<file path="src/rtl/adc_fifo_drain.sv">
// adc_fifo_drain: round-robin drain of per-channel ADC FIFOs into tagged 32-bit stream words.
// Optional ADC_DRAIN_CH_MASK_EN adds a ch_mask input; masked channels are skipped like empty ones.
module adc_fifo_drain #(
    parameter int NUM_CHANNELS = 4,
    parameter int DATA_WIDTH   = 12,
    parameter int BURST_LEN    = 8
) (
    input  logic                            clk,
    input  logic                            rstn,
    input  logic                            enable,
`ifdef ADC_DRAIN_CH_MASK_EN
    input  logic [NUM_CHANNELS-1:0]         ch_mask,
`endif
    output logic [$clog2(NUM_CHANNELS)-1:0] fifo_addr,
    output logic [NUM_CHANNELS-1:0]         fifo_rd_en,
    input  logic                            fifo_not_empty,
    input  logic                            fifo_full,
    input  logic [DATA_WIDTH-1:0]           fifo_dout,
    output logic [31:0]                     m_data,
    output logic                            m_valid,
    input  logic                            m_ready,
    output logic [NUM_CHANNELS-1:0]         overflow_flags,
    input  logic [NUM_CHANNELS-1:0]         overflow_clr,
    output logic                            busy
);
    localparam int PW = $clog2(NUM_CHANNELS);
    localparam int BW = $clog2(BURST_LEN + 1);

    typedef enum logic [2:0] {IDLE, CHECK, READ, WAIT, OUT} state_t;

    state_t                  state_q, state_d;
    logic [PW-1:0]           ptr_q, ptr_d, addr_q, addr_d, ptr_nxt;
    logic [BW-1:0]           burst_q, burst_d;
    logic [15:0]             seq_q [NUM_CHANNELS];
    logic [15:0]             seq_d [NUM_CHANNELS];
    logic [31:0]             m_data_q, m_data_d;
    logic                    m_valid_q, m_valid_d;
    logic [NUM_CHANNELS-1:0] ovf_q, ovf_d, ptr_sel, addr_sel;
    logic                    ch_ok;

`ifdef ADC_DRAIN_CH_MASK_EN
    assign ch_ok = ch_mask[ptr_q];
`else
    assign ch_ok = 1'b1;
`endif

    assign ptr_nxt        = (ptr_q == PW'(NUM_CHANNELS - 1)) ? '0 : ptr_q + 1'b1;
    assign ptr_sel        = NUM_CHANNELS'(1) << ptr_q;
    assign addr_sel       = NUM_CHANNELS'(1) << addr_q;
    assign fifo_addr      = addr_q;
    assign m_data         = m_data_q;
    assign m_valid        = m_valid_q;
    assign overflow_flags = ovf_q;
    assign busy           = state_q != IDLE;

    // Next-state, pointer/burst/sequence bookkeeping, read strobe and output word capture.
    always_comb begin
        state_d    = state_q;
        ptr_d      = ptr_q;
        burst_d    = burst_q;
        seq_d      = seq_q;
        m_data_d   = m_data_q;
        m_valid_d  = m_valid_q;
        fifo_rd_en = '0;
        case (state_q)
            IDLE: state_d = enable ? CHECK : IDLE;
            CHECK: begin
                if (!enable) begin
                    state_d = IDLE;
                end else if (fifo_not_empty && ch_ok) begin
                    state_d = READ;
                end else begin
                    ptr_d   = ptr_nxt;
                    burst_d = '0;
                end
            end
            READ: begin
                fifo_rd_en = fifo_not_empty ? ptr_sel : '0;
                state_d    = WAIT;
            end
            WAIT: begin
                m_data_d  = {seq_q[ptr_q], 4'(ptr_q), 12'(fifo_dout)};
                m_valid_d = 1'b1;
                state_d   = OUT;
            end
            OUT: begin
                if (m_ready) begin
                    seq_d[ptr_q] = seq_q[ptr_q] + 16'd1;
                    m_valid_d    = 1'b0;
                    state_d      = enable ? CHECK : IDLE;
                    ptr_d        = (burst_q == BW'(BURST_LEN - 1)) ? ptr_nxt : ptr_q;
                    burst_d      = (burst_q == BW'(BURST_LEN - 1)) ? '0 : burst_q + 1'b1;
                end
            end
            default: state_d = IDLE;
        endcase
        addr_d = (state_d == IDLE) ? addr_q : ptr_d;
        ovf_d  = (ovf_q & ~overflow_clr) | (fifo_full ? addr_sel : '0);
    end

    // State and datapath registers; everything clears on reset.
    always_ff @(posedge clk or negedge rstn) begin
        if (!rstn) begin
            state_q   <= IDLE;
            ptr_q     <= '0;
            addr_q    <= '0;
            burst_q   <= '0;
            seq_q     <= '{default: '0};
            m_data_q  <= '0;
            m_valid_q <= 1'b0;
            ovf_q     <= '0;
        end else begin
            state_q   <= state_d;
            ptr_q     <= ptr_d;
            addr_q    <= addr_d;
            burst_q   <= burst_d;
            seq_q     <= seq_d;
            m_data_q  <= m_data_d;
            m_valid_q <= m_valid_d;
            ovf_q     <= ovf_d;
        end
    end
endmodule

</file>
<file path="config.mk">
export PLATFORM = sky130hd
export DESIGN_NAME = adc_fifo_drain
export DESIGN_NICKNAME = d
export VERILOG_FILES = /design/src/rtl/adc_fifo_drain.sv
export SDC_FILE = /design/constraint.sdc
export NUM_CORES = 1
export LEC_CHECK = 0
export BUFFER_PORTS_ARGS = -buffer_cell sky130_fd_sc_hd__buf_4
export CAP_MARGIN = 25
export CORE_UTILIZATION = 52
export DETAILED_ROUTE_END_ITERATION = 16
export PLACE_DENSITY = 0.76
export RECOVER_POWER = 50
export SLEW_MARGIN = 20
export SYNTH_ARGS = -nofsm -noshare
export SYNTH_HDL_FRONTEND = slang
export SYNTH_SLANG_ARGS = --single-unit
</file>
<file path="constraint.sdc">
create_clock -name clk -period 2.1 [get_ports clk]
set_input_delay 0.525 -clock clk [delete_from_list [all_inputs] [get_ports clk]]
set_output_delay 0.525 -clock clk [all_outputs]
set_load 0.05 [all_outputs]
</file>
# After elaboration in Yosys (flattened, before gate mapping)
# Index checks and enable logic that the tools add are counted.
# word_totals
reg_bits	110
inputBits	22
out_inout_bits	44
# classes
n_addsub	3
n_bitwise	4
n_reduce_logical	9
magnitude_cmp	2
shifts	2
mux	27
n_eq_ne	9
# ops
operator	count
bitwise mux 64 bit	1
two-way mux 16 bit	3
binary-select mux 16 bit (select 2 bit)	1
demux 16 bit (select 2 bit)	1
two-way mux 4 bit	7
adder 16 x 1 -> 16 bit, second input constant	1
one-hot mux 3 bit (5 select lines)	1
two-way mux 2 bit	5
two-way mux 3 bit	3
one-hot mux 4 bit (2 select lines)	1
left shift 1 x 2 -> 4 bit, first input constant	2
== test 3 x 2 -> 1 bit, second input constant	2
zero test 3 bit	2
!= test 2 bit, second input constant	3
adder 4 x 1 -> 4 bit, second input constant	1
bitwise AND 4 bit	1
== test 4 x 3 -> 1 bit, second input constant	1
NOT 4 bit	1
bitwise OR 4 bit	1
one-hot mux 2 bit (2 select lines)	1
AND reduction 2 bit	2
AND reduction 4 bit	1
nonzero test 2 bit	2
== test 3 x 1 -> 1 bit, second input constant	1
10 further kinds	11

# Depth between registers and ports, before layout
# depth
word_depth	6
depth_mapped	9
ltp_nobuf	6

# Worst setup path after synthesis
# OpenSTA, ideal clock, no wires.
# synth_timing
kind	register to register
start	register ptr_q[0]
end	register seq_q[26] (netlist bit)
synth_period_minus_slack_ns	2.305
t_required_ns	1.975
t_arrival_ns	2.180
path_slack_ns	-0.205
path_stages_with_launch	8
setup_ns	0.125
path_cell_list	dfrtp_1 buf_6 mux4_4 ha_1 and3_2 nand4_1 xnor2_1 mux2_2
# synth_via
elab_chain_cells	6
elab_cells_between_ends	11
cone_classes	add/sub: 1; order compare: 2; mux: 6; bitwise: 1; reduce/logical: 1
# synth_lines
item	line_no	source
start: declaration	32	logic [PW-1:0] ptr_q, ptr_d, addr_q, addr_d, ptr_nxt;
start signal: assignment	114	ptr_q <= ptr_d;
NOT 2 -> 3 bit (not written as such) *	88	seq_d[ptr_q] = seq_q[ptr_q] + 16'd1;
binary-select mux 16 bit (select 2 bit) (tied with other cells)	88	
two-way mux 16 bit (not written as such) or logical AND 1 bit (tied branches)	88	
two-way mux 16 bit (not written as such)	88	
adder 16 x 1 -> 16 bit or demux 16 bit (select 2 bit) (tied branches)	88	
bitwise mux 64 bit *	88	
end signal: assignment	117	seq_q <= seq_d;
end: declaration	34	logic [15:0] seq_q [NUM_CHANNELS];
# Mark *: on every way between the ends. The rest lies on a longest branch, timed or not. The select of a mux whose other input is x is not followed.
# A chain may end at the register's enable or synchronous reset.

# Worst setup path in the final report
# layout_timing
start	register ptr_q[0]
end	register seq_q[58] (netlist bit)
# The elaborated chain is that of the path after synthesis.

==> reports/metrics.yaml <==
placed_design:
  hpwlAfterDp_mm: 7.59
  place_ws_ns: -0.143
  gp_congestion: 0.868
  dp_cells: 641
  numPortBuffers: 63
  place_area_mm2: 0.00597
synth:
  synth.most_common_cell: "dfrtp_1"
  yosys_warnings: 0
  ys_ff_latch: 110
  ys_seq_area_share_pct: 54.7
  synth_enable_flop_cells: 0
  synthArstFlopShare_pct: 100
  yosysUniqueCellTypes: 43
  synth.area.top_cells: "dfrtp_1 55%, mux2_2 9.6%, o21ai_0 6.1%"
  synthCells: 418
  yosysTopAreaCell: "dfrtp_1"
  synth_top_area_share_pct: 54.7
  syn_avg_cell_area_um2: 12.0
  syn_area_mm2: 0.00503
  synth_commonest_cells: "110 x dfrtp_1, 69 x nand2_1, 61 x o21ai_0"
  synthFlopType: "dfrtp_1"
route:
  first_pass_iters: 4
  wl_per_cell_um: 16.5
  drt_wl_total_mm: 11.0
  drc_errors: 0
  vias: 3626
  ant_nets: 0
  viasPerCell: 5.44
  drt_iter0_drc: 106
grt:
  grt_usage_pct: 23.7
  antenna_found_initial: 0
  grt_pass1_wl_mm: 18.3
  grt_overflow: 0
  grt_max_degree: 60
  grt_pass1_vias: 3751
sta:
  finalSetupTns_ns: -1.31
  skew_ns: 0.0103
  fmax_mhz: 457
  fin_hold_ws_ns: 0.287
  maxSlewHeadroom_pct: 33.8
  setup_violations: 29
  hold_viol: 0
  worst_slack_ns: -0.0886
  final.min_clock_period_ns: 2.19
  rsz0062_at_grt: "yes"
  slew_violations: 0
  worstMarginPinSlew_ns: 0.993
  fin_crit_sh_pct: 104
worst_setup_path:
  critPathMaxFanout: 4
  critPathKind: "flop to flop"
  cp.required_ns: 2.36
  r2r_start: "ptr_q[0]$_DFF_PN0_"
  cp-start-kind: "flop"
  cp.arrival_ns: 2.44
  cp-startpoint: "ptr_q[0]$_DFF_PN0_"
  cp-end-kind: "flop"
finish:
  register_area_mm2: 0.00276
  final_core_util_pct: 69.0
  diodes: 0
  drive_gt1_share_pct: 44.5
  finalNonFillerCells: 666
  multi_input_area_mm2: 0.00226
  fill_cells: 685
  syn2layout_area_growth_pct: 27.8
  final_nets: 561
  design_area_mm2: 0.00644
cts:
  clk_latency_ns: 0.37
  numCtsBuffers: 9
  h-tree-depth: 3
  clkSlewWorstSetupHoldPaths_ns: 0.10
  root_buffer: "clkbuf_8"
  cts_tree: "done"
  clk_path_buf_depth: 2
  holdBufCountCts: 0
  clock_sinks: 110
floorplanning:
  coreArea_mm2: 0.00933
  dieArea_mm2: 0.0101
  start_util_pct: 54.0
  die_h_um: 100
  rows: 35
  die_x_um: 100
  io_pins: 66
power_and_ir_drop:
  vdd_drop_max_uv: 952
  power_mw: 7.28
  powerDensity_mw_per_mm2: 1130
  p_leak_nw: 3.03
status:
  status: "finished with violations"
  violations: "setup timing"
hold_path:
  min_path_type: "input port to async pin"
flow_run:
  drv_cap: 0
-- final timing paths --
check	to	slack, ns	cells past startpoint
min in group clk	overflow_flags[3]$_DFF_PN0_	0.32	2
max	seq_q[58]$_DFFE_PN0P_	-0.09	7
min reg2reg	seq_q[2]$_DFFE_PN0P_	0.48	2
max reg2reg	seq_q[58]$_DFFE_PN0P_	-0.09	7
max in group asynchronous	ptr_q[0]$_DFF_PN0_	0.33	2
min	overflow_flags[1]$_DFF_PN0_	0.29	1
-- repair_timing --
action	CTS	global route
buffers inserted	7	4
pin swaps	8	16
setup endpoints to repair	47	63
gates resized for setup	46	41
-- state kept, by name, indices dropped and copies added (netlist names) --
signal and cells:
m_data 30, overflow_flags 4, state_q 3, m_valid 1, seq_q 64, ptr_q 2, burst_q 4, fifo_addr 2
-- cell usage in the layout, fill, tap and decap left out, types with 3 or more instances in the layout --
cell	n
dfrtp_2	3
mux4_1	3
xnor2_1	5
nand4_1	6
buf_8	4
mux2_2	42
xnor2_2	5
nor3_1	4
o21ai_2	4
mux4_2	10
o21ai_1	25
a21oi_1	4
clkbuf_8	10
buf_6	9
nand3b_1	3
inv_1	10
ha_1	4
o21ai_0	34
nor2_1	4
nand3_1	4
buf_4	112
nand2_1	68
xor2_2	3
dfrtp_1	107
-- critical path, cell delays in order, from the launching register on --
cell	delay [ns]
dfrtp_2	0.38
buf_6	0.12
mux4_4	0.70
ha_4	0.21
and3_4	0.18
nand4_1	0.11
xnor2_2	0.10
mux2_2	0.28
-- power breakdown --
part / total [mW] / switching (mW) / internal, mW
registers: 2.70 / 0.220 / 2.48
logic: 3.32 / 1.88 / 1.45
clock network: 1.26 / 0.683 / 0.575
-- layer usage --
layer  GRT usage (%)  share of wire (%)
met3            4.32                4.1
met5               0                  0
met1            31.0                 43
met2            39.8                 51
met4            8.47                1.7
-- cell families after synthesis --
family,share of synthesized area (%)
xor gates and xnor gates,2.44
AOI/OAI and AO/OA,7.38
other,0.0745
DFF,54.7
buffers and inverters,4.10
muxes,17.6
and+or+nand+nor,12.3
adders and majority gates,1.49
-- final cells by class --
type	count	area share (%)
clock buffer	11	2.20
clock inverter	4	0.739
inverter	12	0.778
multi-input combinational	272	35.1
sequential	110	42.8
tap	129	2.51
timing repair buffer	128	15.8
(Power assumes the default switching activity.)
